[src/rtl/chirp_sched.sv]
// chirp_sched: pulse sequencer feeding the chirp DDS a profile over a 4-phase REQ/ACK handshake, then timing start/gap.
// Optional handshake timeout: define CHIRP_SCHED_ACK_TIMEOUT_EN.
module chirp_sched #(
    parameter int N_PROF = 4,
    parameter int CW     = 24,
    parameter int ACK_TO = 1024
) (
    input  logic                      clk_48,
    input  logic                      rst_n,
    input  logic                      cfg_we,
    input  logic [$clog2(N_PROF)-1:0] cfg_addr,
    input  logic [47:0]               cfg_freq,
    input  logic [47:0]               cfg_dfreq,
    input  logic [31:0]               cfg_rate,
    input  logic [$clog2(N_PROF):0]   n_prof,
    input  logic [15:0]               burst_cnt,
    input  logic [CW-1:0]             pulse_len,
    input  logic [CW-1:0]             gap_len,
    input  logic                      go,
    input  logic                      abort,
    output logic                      REQ,
    input  logic                      ACK,
    output logic [47:0]               DDS_freq,
    output logic [47:0]               DDS_delta_freq,
    output logic [31:0]               DDS_delta_rate,
    output logic                      start,
    output logic                      busy,
    output logic                      done,
    output logic [15:0]               pulse_idx,
    output logic                      err
);

    localparam int PW = $clog2(N_PROF);

    if (N_PROF < 2 || (N_PROF & (N_PROF - 1)) != 0 || CW < 2 || ACK_TO < 2) begin : g_bad_params
        $error("chirp_sched: illegal parameter set");
    end

    typedef enum logic [2:0] {
        S_IDLE,
        S_LOAD,
        S_REQ_HI,
        S_REQ_LO,
        S_PULSE,
        S_GAP,
        S_DONE,
        S_DRAIN
    } state_t;

    state_t state, next_state;

    logic [47:0]   freq_tab  [N_PROF];
    logic [47:0]   dfreq_tab [N_PROF];
    logic [31:0]   rate_tab  [N_PROF];

    logic [PW:0]   lat_nprof;
    logic [15:0]   lat_burst;
    logic [CW-1:0] lat_pulse;
    logic [CW-1:0] lat_gap;
    logic [CW-1:0] len_cnt;
    logic [PW-1:0] prof_idx;
    logic [PW-1:0] prof_adv;

    logic [PW:0]   eff_nprof;
    logic [CW-1:0] eff_pulse;
    logic [CW-1:0] eff_gap;
    logic [15:0]   pulse_next;
    logic          last_pulse;
    logic          go_ok;
    logic          gap_end;
    logic          to_hit;

    // Clamp the control inputs once, at the point they are latched.
    always_comb begin
        eff_nprof = n_prof;
        if (n_prof == '0)
            eff_nprof = (PW+1)'(1);
        else if (n_prof > (PW+1)'(N_PROF))
            eff_nprof = (PW+1)'(N_PROF);
        eff_pulse = (pulse_len < CW'(2)) ? CW'(2) : pulse_len;
        eff_gap   = (gap_len   < CW'(2)) ? CW'(2) : gap_len;
    end

    assign pulse_next = pulse_idx + 16'd1;
    assign last_pulse = (lat_burst != 16'd0) && (pulse_next == lat_burst);
    assign prof_adv   = ({1'b0, prof_idx} == lat_nprof - (PW+1)'(1)) ? '0 : prof_idx + PW'(1);
    assign go_ok      = (state == S_IDLE) && (next_state == S_LOAD);
    assign gap_end    = (state == S_GAP) && (next_state inside {S_LOAD, S_DONE});

    // NOTE: every variable assigned in always_comb gets a default first; a path that
    // leaves one unassigned would infer a latch.
    always_comb begin
        next_state = state;
        case (state)
            S_IDLE:   if (go && !abort) next_state = S_LOAD;
            S_LOAD:   next_state = abort ? S_IDLE : S_REQ_HI;
            S_REQ_HI: begin
                if (abort)       next_state = S_DRAIN;
                else if (to_hit) next_state = S_IDLE;
                else if (ACK)    next_state = S_REQ_LO;
            end
            S_REQ_LO: begin
                if (abort)       next_state = S_DRAIN;
                else if (to_hit) next_state = S_IDLE;
                else if (!ACK)   next_state = S_PULSE;
            end
            S_PULSE: begin
                if (abort)                 next_state = S_IDLE;
                else if (len_cnt == '0)    next_state = S_GAP;
            end
            S_GAP: begin
                if (abort)                 next_state = S_IDLE;
                else if (len_cnt == '0)    next_state = last_pulse ? S_DONE : S_LOAD;
            end
            S_DONE:   next_state = S_IDLE;
            S_DRAIN:  if (to_hit || !ACK) next_state = S_IDLE;
            default:  next_state = S_IDLE;
        endcase
    end

    // NOTE: sequential state uses non-blocking assignments so every register samples
    // pre-edge values regardless of block ordering.
    always_ff @(posedge clk_48 or negedge rst_n) begin
        if (!rst_n) begin
            state          <= S_IDLE;
            REQ            <= 1'b0;
            start          <= 1'b0;
            busy           <= 1'b0;
            done           <= 1'b0;
            pulse_idx      <= '0;
            prof_idx       <= '0;
            lat_nprof      <= '0;
            lat_burst      <= '0;
            lat_pulse      <= '0;
            lat_gap        <= '0;
            len_cnt        <= '0;
            DDS_freq       <= '0;
            DDS_delta_freq <= '0;
            DDS_delta_rate <= '0;
        end else begin
            state <= next_state;
            // Outputs are registered decodes of the state being entered.
            REQ   <= (next_state == S_REQ_HI);
            start <= (next_state == S_PULSE);
            busy  <= next_state inside {S_LOAD, S_REQ_HI, S_REQ_LO, S_PULSE, S_GAP, S_DRAIN};
            done  <= (next_state == S_DONE);

            if (go_ok) begin
                lat_nprof <= eff_nprof;
                lat_burst <= burst_cnt;
                lat_pulse <= eff_pulse;
                lat_gap   <= eff_gap;
                pulse_idx <= '0;
                prof_idx  <= '0;
            end else if (gap_end) begin
                pulse_idx <= pulse_next;
                prof_idx  <= prof_adv;
            end

            if (state == S_LOAD) begin
                DDS_freq       <= freq_tab[prof_idx];
                DDS_delta_freq <= dfreq_tab[prof_idx];
                DDS_delta_rate <= rate_tab[prof_idx];
            end

            if (state != S_PULSE && next_state == S_PULSE)
                len_cnt <= lat_pulse - CW'(1);
            else if (state == S_PULSE && next_state == S_GAP)
                len_cnt <= lat_gap - CW'(1);
            else if ((state inside {S_PULSE, S_GAP}) && len_cnt != '0)
                len_cnt <= len_cnt - CW'(1);
        end
    end

    // NOTE: the profile table is a register array with an async clear, because reset
    // must leave every profile at zero; it is small enough that no RAM macro is wanted.
    always_ff @(posedge clk_48 or negedge rst_n) begin
        if (!rst_n) begin
            for (int i = 0; i < N_PROF; i++) begin
                freq_tab[i]  <= '0;
                dfreq_tab[i] <= '0;
                rate_tab[i]  <= '0;
            end
        end else if (cfg_we) begin
            freq_tab[cfg_addr]  <= cfg_freq;
            dfreq_tab[cfg_addr] <= cfg_dfreq;
            rate_tab[cfg_addr]  <= cfg_rate;
        end
    end

`ifdef CHIRP_SCHED_ACK_TIMEOUT_EN
    localparam int TW = $clog2(ACK_TO + 1);

    logic [TW-1:0] to_cnt;

    // Fires in the cycle before the ACK_TO-th handshake edge, so the exit lands on it.
    assign to_hit = (state inside {S_REQ_HI, S_REQ_LO, S_DRAIN}) && (to_cnt == TW'(ACK_TO - 1));

    always_ff @(posedge clk_48 or negedge rst_n) begin
        if (!rst_n) begin
            to_cnt <= '0;
            err    <= 1'b0;
        end else begin
            if (next_state != state)
                to_cnt <= '0;
            else if (state inside {S_REQ_HI, S_REQ_LO, S_DRAIN})
                to_cnt <= to_cnt + TW'(1);

            if (go_ok)
                err <= 1'b0;
            else if (to_hit && next_state == S_IDLE)
                err <= 1'b1;
        end
    end
`else
    assign to_hit = 1'b0;
    assign err    = 1'b0;
`endif

endmodule

[config.mk]
export PLATFORM = sky130hd
export DESIGN_NAME = chirp_sched
export DESIGN_NICKNAME = d
export VERILOG_FILES = /design/src/rtl/chirp_sched.sv
export SDC_FILE = /design/constraint.sdc
export NUM_CORES = 1
export LEC_CHECK = 0
export CORE_ASPECT_RATIO = 1.2
export CORE_MARGIN = 5
export CORE_UTILIZATION = 31
export DETAILED_ROUTE_END_ITERATION = 10
export PLACE_DENSITY_LB_ADDON = 0.2
export RECOVER_POWER = 50
export SYNTH_ARGS = -nofsm -noshare
export SYNTH_HDL_FRONTEND = slang
export SYNTH_SLANG_ARGS = --single-unit
export TNS_END_PERCENT = 1
[constraint.sdc]
create_clock -name clk_48 -period 5.63 [get_ports clk_48]
set_input_delay 1.126 -clock clk_48 [delete_from_list [all_inputs] [get_ports clk_48]]
set_output_delay 1.126 -clock clk_48 [all_outputs]
set_load 0.03 [all_outputs]
==> reports/metrics.cfg, run 1 <==
[routing]
vias_per_cell = 5.00
num_vias = 21000
first_pass_iters = 5
drt-initial-drc-count = 989
ant_nets = 0
routed_wl_mm = 94.0
wire_per_inst_um = 22.4
drc = 0

[layout]
fillers = 10100
layout-drive-gt1-share_pct = 35.6
final_area_um2 = 41600
areaGrowthSynthToFinish_pct = 23.9
nets = 2921
fin_cells = 4199

[sta]
setup_viol_count_final = 0
skew_ns = 0.0210
period_share_pct = 90.8
fin_tns_setup_ns = 0
slew_viol_final = 762
period_needed_ns = 5.11
finalWorstSetupSlack_ns = 0.518
rsz0062_at_grt = false
max_freq_mhz = 196
finalHoldViolations = 0
maxSlewHeadroom_pct = -104
tightest_slew_ns = 3.06

[placed_design]
place_hpwl_mm = 60.4
portBuffers = 350
post_dp_cell_area_um2 = 38800
gp_congestion = 0.878
dp_cells = 4031
place_ws_ns = 0.321

[synth]
ys_ff_latch = 756
synthSimpleGateAreaFrac_pct = 6.43
synth_mux_area_share_pct = 30.5
ys_warn_count = 0
synth_xor_area_share_pct = 1.30
yosysSeqAreaShare_pct = 56.3
synth.net_count = 2586
synth_top_family_by_area = multiplexers
post-synth-top-count-cell = dfrtp_1
async_flop_share_pct = 100
ys.flop_type = dfrtp_1
yosysUniqueCellTypes = 74
syn_area_per_cell_um2 = 14.1
synth_area_leaders = dfrtp_1 56%, mux2_2 22%, mux4_2 8.6%, nand2_1 2.6%, clkbuf_1 1.1%
synth_common_cells = 756 x dfrtp_1, 645 x mux2_2, 236 x nand2_1
synth_top_area_share_pct = 56.3
synth_compound_area_share_pct = 3.41
syn_area_um2 = 33600
yosys.area_share.adder_pct = 0.112
synthCells = 2380
synth_edf_count = 0
yosysTopAreaCell = dfrtp_1

[global_routing]
grt-ovfl-total = 0
antenna_found_initial = 14
grt_pass1_wl_mm = 147
grt_max_degree = 129
track_usage_pct = 16.4
grt_pass1_vias = 23400

[setup_path]
path_buf_inv = 3
cpPeakStageDelay_ns = 0.54
cp_num_cells = 21
cp.required_ns = 6.19
cp_top_family = simple AND/OR/NAND/NOR gates
worst_r2r_path_depth = 21
cpMaxStageDelayCell = or4_1
endpoint_kind = register
critPathKind = reg2reg
cp.arrival_ns = 5.67
crit_chain = ha_1 > and3_2 > nand3_2 > or4_1 > a21oi_1 > and4b_4 > a41o_1 > inv_2 > nor3_4 > nor2_1 > a21oi_1 > ha_1 > inv_1 > nor4_1 > buf_4 > nand2_1 > nor4_2 > nand2_1 > mux2i_1 > xor2_1 > o21ai_0
cp_max_fo = 8
start_kind = register

[die]
start_util_pct = 31.2
coreArea_um2 = 108000
die_w_um = 311
rows = 132
io_pins = 352
die_area_um2 = 115000
die_y_um = 371

[power_and_ir_drop]
vdd_drop_max_uv = 332
leakagePower_nw = 16.9
power_density_nw_per_um2 = 490

[cts]
cts_max_level = 3
cts_buffer_depth = 3
numCtsBuffers = 87
clkLatencyLatePin_ns = 0.68
cts.sinks = 756
clockRootBuffer = clkbuf_16
cts_tree = yes
cts_hold_buf = 0
path_clk_slew_ns = 0.06

[worst_hold_path]
holdPathStages = 1
hold_path.class = reg2reg

[job]
cap_violations = 9

[run_status]
violations = max-capacitance violations, max-slew violations
status = finished, violations left

-- metrics by stage --
stage / hold WS, ns / power [W] / util, %
after CTS: 0.481 / 0.0207 / 38.7
after detailed placement: 0.487 / 0.0147 / 35.9
after global placement: 0.481 / 0.0146 / 35.9
after global routing: 0.506 / 0.0215 / 38.6
after floorplan: 0.445 / 0.0120 / -
final: 0.498 / 0.0204 / 38.6
-- power by group --
group	switching, W	leakage [nW]	total [W]	internal, W
Combinational	0.00338	6.44	0.00653	0.00315
Sequential	0.00110	9.04	0.00806	0.00696
Clock	0.00239	1.41	0.00580	0.00340
Total	0.00687	16.9	0.0204	0.0135
-- registers in the layout, indices dropped and copies added, names as in the netlist, 2 cells and up --
name            count
dfreq_tab         192
freq_tab          192
rate_tab          128
DDS_delta_freq     48
DDS_freq           48
DDS_delta_rate     32
lat_gap            24
lat_pulse          24
len_cnt            24
lat_burst          16
pulse_idx          16
lat_nprof           3
state               3
prof_idx            2
-- metal layers --
metal | wire, um | up-vias | GRT usage [%]
met5 | 96 | - | 0
met4 | 2330 | 14 | 5.42
met3 | 5630 | 129 | 4.65
met2 | 48200 | 413 | 28.6
met1 | 37800 | 11100 | 19.6
li1 | - | 9376 | -
-- final timing paths --
path / startpoint / endpoint / slack [ns]
hold / removal: freq_tab[65] / freq_tab[65] / 0.50
setup / recovery: pulse_idx[0] / len_cnt[20] / 0.52
setup reg to reg: pulse_idx[0] / len_cnt[20] / 0.52
min in group asynchronous: rst_n / dfreq_tab[183] / 1.25
max in group asynchronous: rst_n / lat_gap[1] / 1.23
hold reg to reg: freq_tab[65] / freq_tab[65] / 0.50
-- repair_timing --
| action | in CTS | in global routing |
|---|---|---|
| gates resized for setup | 0 | 3 |
| setup buffers | 0 | 2 |
| endpoints found under the setup margin | 0 | 5 |
-- cells by family after synthesis --
kind of cell | Yosys count
flops | 756
mux | 782
compound gates | 173
buf+inv | 162
fa+ha+maj | 3
simple gates | 453
other cells | 1
xor+xnor | 50
-- cells in the final DEF (no fill, tap or decap), drive strengths merged, types with 4 or more instances in the layout --
| cell | netlist | final |
|---|---|---|
| dfrtp | 756 | 756 |
| mux2 | 645 | 645 |
| clkdlybuf4s50 | 0 | 348 |
| nand2 | 236 | 236 |
| clkbuf | 102 | 132 |
| mux4 | 128 | 128 |
| nor2 | 53 | 53 |
| o21ai | 50 | 50 |
| a21oi | 44 | 44 |
| buf | 46 | 33 |
| nor4 | 32 | 32 |
| xnor2 | 28 | 28 |
| nand3 | 26 | 26 |
| nor3 | 23 | 23 |
| xor2 | 22 | 22 |
| inv | 14 | 19 |
| clkinv | 0 | 15 |
| clkinvlp | 0 | 14 |
| or3 | 12 | 12 |
| nand4 | 11 | 11 |
| a31oi | 10 | 10 |
| nand2b | 9 | 9 |
| mux2i | 9 | 9 |
| and3 | 9 | 9 |
| o31ai | 8 | 8 |
| or4 | 8 | 8 |
| a211oi | 7 | 7 |
| nor2b | 7 | 7 |
| and2 | 7 | 7 |
| diode | 0 | 6 |
| bufinv | 0 | 6 |
| nand3b | 5 | 5 |
| a21o | 5 | 5 |
| o211ai | 5 | 5 |
| a22o | 5 | 5 |
| o41ai | 4 | 4 |
| nor4b | 4 | 4 |
-- final cells by class --
| class | instances | area, um^2 | share of cell area, % |
|---|---|---|---|
| diodes | 6 | 15.0 | 0.0361 |
| clock buffers | 120 | 2500 | 6.01 |
| clock inverters | 40 | 442 | 1.06 |
| inverters | 14 | 52.6 | 0.126 |
| multi-input cells | 1462 | 14100 | 33.8 |
| flip-flops and latches | 756 | 18900 | 45.5 |
| well taps | 1407 | 1760 | 4.23 |
| repair buffers | 394 | 3880 | 9.32 |
(Power assumes the default switching activity.)
==> run 2: changes to the inputs <==
--- a/config.mk
+++ b/config.mk
@@ -6,10 +6,9 @@
 export NUM_CORES = 1
 export LEC_CHECK = 0
 export CORE_ASPECT_RATIO = 1.2
-export CORE_MARGIN = 5
 export CORE_UTILIZATION = 31
 export DETAILED_ROUTE_END_ITERATION = 10
-export PLACE_DENSITY_LB_ADDON = 0.2
+export PLACE_DENSITY = 0.49
 export RECOVER_POWER = 50
 export SYNTH_ARGS = -nofsm -noshare
 export SYNTH_HDL_FRONTEND = slang
==> run 2 against run 1 <==
Effect of this change:
- global-route usage is 1.2 points higher
- register-to-register slack worse by 0.13 ns
- die area down 4.7%
- first-iteration DRC count shrank 9.6%
- clock skew grew 0.0060 ns
- clock power grew 3%
- via count increased by 1.3%
- the flow still finishes with violations (max-capacitance violations, max-slew violations)
- count of clock-buffer cells in the layout up 5
- core utilization rose by 0.38 points
==> reports/metrics.cfg, run 2 (synthesis gave the netlist of run 1 again) <==
[global_routing]
grt-ovfl-total = 0
grt_pass1_vias = 23400
antenna_found_initial = 11
track_usage_pct = 17.6
grt_max_degree = 143
grt_pass1_wl_mm = 146

[run_status]
violations = max-capacitance violations, max-slew violations
status = finished, violations left

[routing]
drc = 0
wire_per_inst_um = 22.8
ant_nets = 0
num_vias = 21300
routed_wl_mm = 95.2
vias_per_cell = 5.10
drt-initial-drc-count = 894
first_pass_iters = 4

[sta]
maxSlewHeadroom_pct = -120
hold_slack_ns = 0.499
period_needed_ns = 5.24
setup_viol_count_final = 0
tightest_slew_ns = 3.30
max_freq_mhz = 191
rsz0062_at_grt = false
finalHoldViolations = 0
period_share_pct = 93.1
fin_tns_setup_ns = 0
skew_ns = 0.0269
slew_viol_final = 732

[layout]
final_cell_mix = 754 x dfrtp_1, 645 x mux2_2, 348 x clkdlybuf4s50_1
reg_top3 = dfreq_tab (192), freq_tab (192), rate_tab (128)
nets = 2915
areaGrowthSynthToFinish_pct = 24.0
final_common_cell = dfrtp_1
layout-drive-gt1-share_pct = 35.1

[die]
die_y_um = 363
start_util_pct = 31.4
coreArea_um2 = 107000
die_w_um = 303
die_area_um2 = 110000
rows = 131
io_pins = 352

[placed_design]
gp_congestion = 0.858
portBuffers = 350
place_hpwl_mm = 59.4

[worst_hold_path]
whs_endpoint = freq_tab[14]
holdPathStages = 1
min_from = freq_tab[14]
hold_path.class = reg2reg

[setup_path]
endpoint_kind = register
r2r_slack_ns = 0.39
cp_max_fo = 8
cp.required_ns = 6.18
rr_startpoint = pulse_idx[0]
r2r_end = len_cnt[20]
cp.arrival_ns = 5.79
start_kind = register
critPathKind = reg2reg
worst_r2r_path_depth = 19

[cts]
clkLatencyLatePin_ns = 0.68
clockRootBuffer = clkbuf_16
numCtsBuffers = 88
cts_max_level = 3
path_clk_slew_ns = 0.07
cts.sinks = 756
cts_hold_buf = 0
cts_tree = yes
cts_buffer_depth = 3

[power_and_ir_drop]
swShare_pct = 33.3
leakagePower_nw = 16.9
power_frac_comb_pct = 31.8
power_density_nw_per_um2 = 494
finalPower_w = 0.0206
vdd_drop_max_uv = 346
p_sw_w = 0.00685
p_clk_share_pct = 29.1
internal_power_w = 0.0137
seq_power_share_pct = 39.1

[job]
cap_violations = 10

run 2: changes by cell type in the layout (fill, tap and decap cells not counted), moves of 2 or more:
| cell | previous run | this run |
|---|---|---|
| clkinv_4 | 1 | 4 |
| clkinvlp_4 | 14 | 3 |
| inv_6 | 4 | 6 |
| clkbuf_16 | 87 | 90 |
| buf_4 | 27 | 20 |
| clkbuf_1 | 14 | 22 |
| bufinv_16 | 6 | 10 |
| clkbuf_2 | 9 | 5 |
| diode_2 | 6 | 2 |
| clkbuf_8 | 20 | 16 |
| buf_12 | 6 | 8 |
run 2: what timing repair did:
item | CTS | global route
gates resized for setup | 0 | 2
endpoints found under the setup margin | 0 | 2
buffers inserted | 0 | 0
run 2: final cells by class:
| cell class | instances | area (um^2) |
|---|---|---|
| diodes | 2 | 5.00 |
| fillers | 10100 | 65200 |
| inverters | 14 | 52.6 |
| repair buffers | 387 | 3850 |
| well taps | 1396 | 1750 |
| flip-flops and latches | 756 | 18900 |
| clock inverters | 35 | 482 |
| multi-input cells | 1462 | 14100 |
| clock buffers | 125 | 2540 |
run 2: layer usage:
| layer | track usage (%) | routed length, um | part of all wire (%) |
|---|---|---|---|
| met1 | 21.4 | 39100 | 41 |
| met2 | 29.9 | 47800 | 50 |
| met3 | 4.46 | 5580 | 5.9 |
| met4 | 6.20 | 2580 | 2.7 |
| met5 | 0 | 115 | 0.12 |
run 2: stage by stage:
step	setup WS, ns	cells	cell area [um^2]	utilization, %
6_report	0.390	4177	41700	39.0
5_1_grt	0.0194	4177	41700	39.0
4_1_cts	0.281	4175	41800	39.1
3_5_place_dp	0.318	4015	38700	36.2
3_3_place_gp	0.415	4015	38700	36.2
2_1_floorplan	0.471	2380	33600	-
run 2: worst max path at each step:
stage                  from     endpoint  slack [ns]  cells past startpoint
6_report       pulse_idx[0]  len_cnt[20]        0.39                     19
5_1_grt        pulse_idx[0]  len_cnt[20]        0.02                     21
4_1_cts        pulse_idx[0]  len_cnt[20]        0.28                     19
3_5_place_dp   pulse_idx[0]  len_cnt[20]        0.32                     19
3_3_place_gp   pulse_idx[0]  len_cnt[20]        0.41                     19
2_1_floorplan  pulse_idx[0]  len_cnt[20]        0.47                     23
run 2: power by group through the flow:
stage	Clock, W	Sequential, W	Combinational (W)
2_1_floorplan	0	0.00868	0.00336
4_1_cts	0.00620	0.00806	0.00665
3_3_place_gp	0	0.00805	0.00656
5_1_grt	0.00641	0.00827	0.00704
6_report	0.00599	0.00805	0.00654
3_5_place_dp	0	0.00814	0.00663
run 2: worst max-delay path, stage by stage (launching register included):
cell     delay, ns
dfrtp_1       0.50
ha_1          0.33
and3_1        0.40
xnor2_1       0.16
nand3_1       0.11
nor4_1        0.61
and4b_4       0.39
a41o_1        0.21
inv_2         0.08
nor3_4        0.24
nor2_1        0.08
a21oi_1       0.15
ha_1          0.30
nand2_1       0.09
a21oi_2       0.29
nand3_1       0.28
or3_1         0.42
mux2i_1       0.26
xor2_1        0.16
o21ai_0       0.08
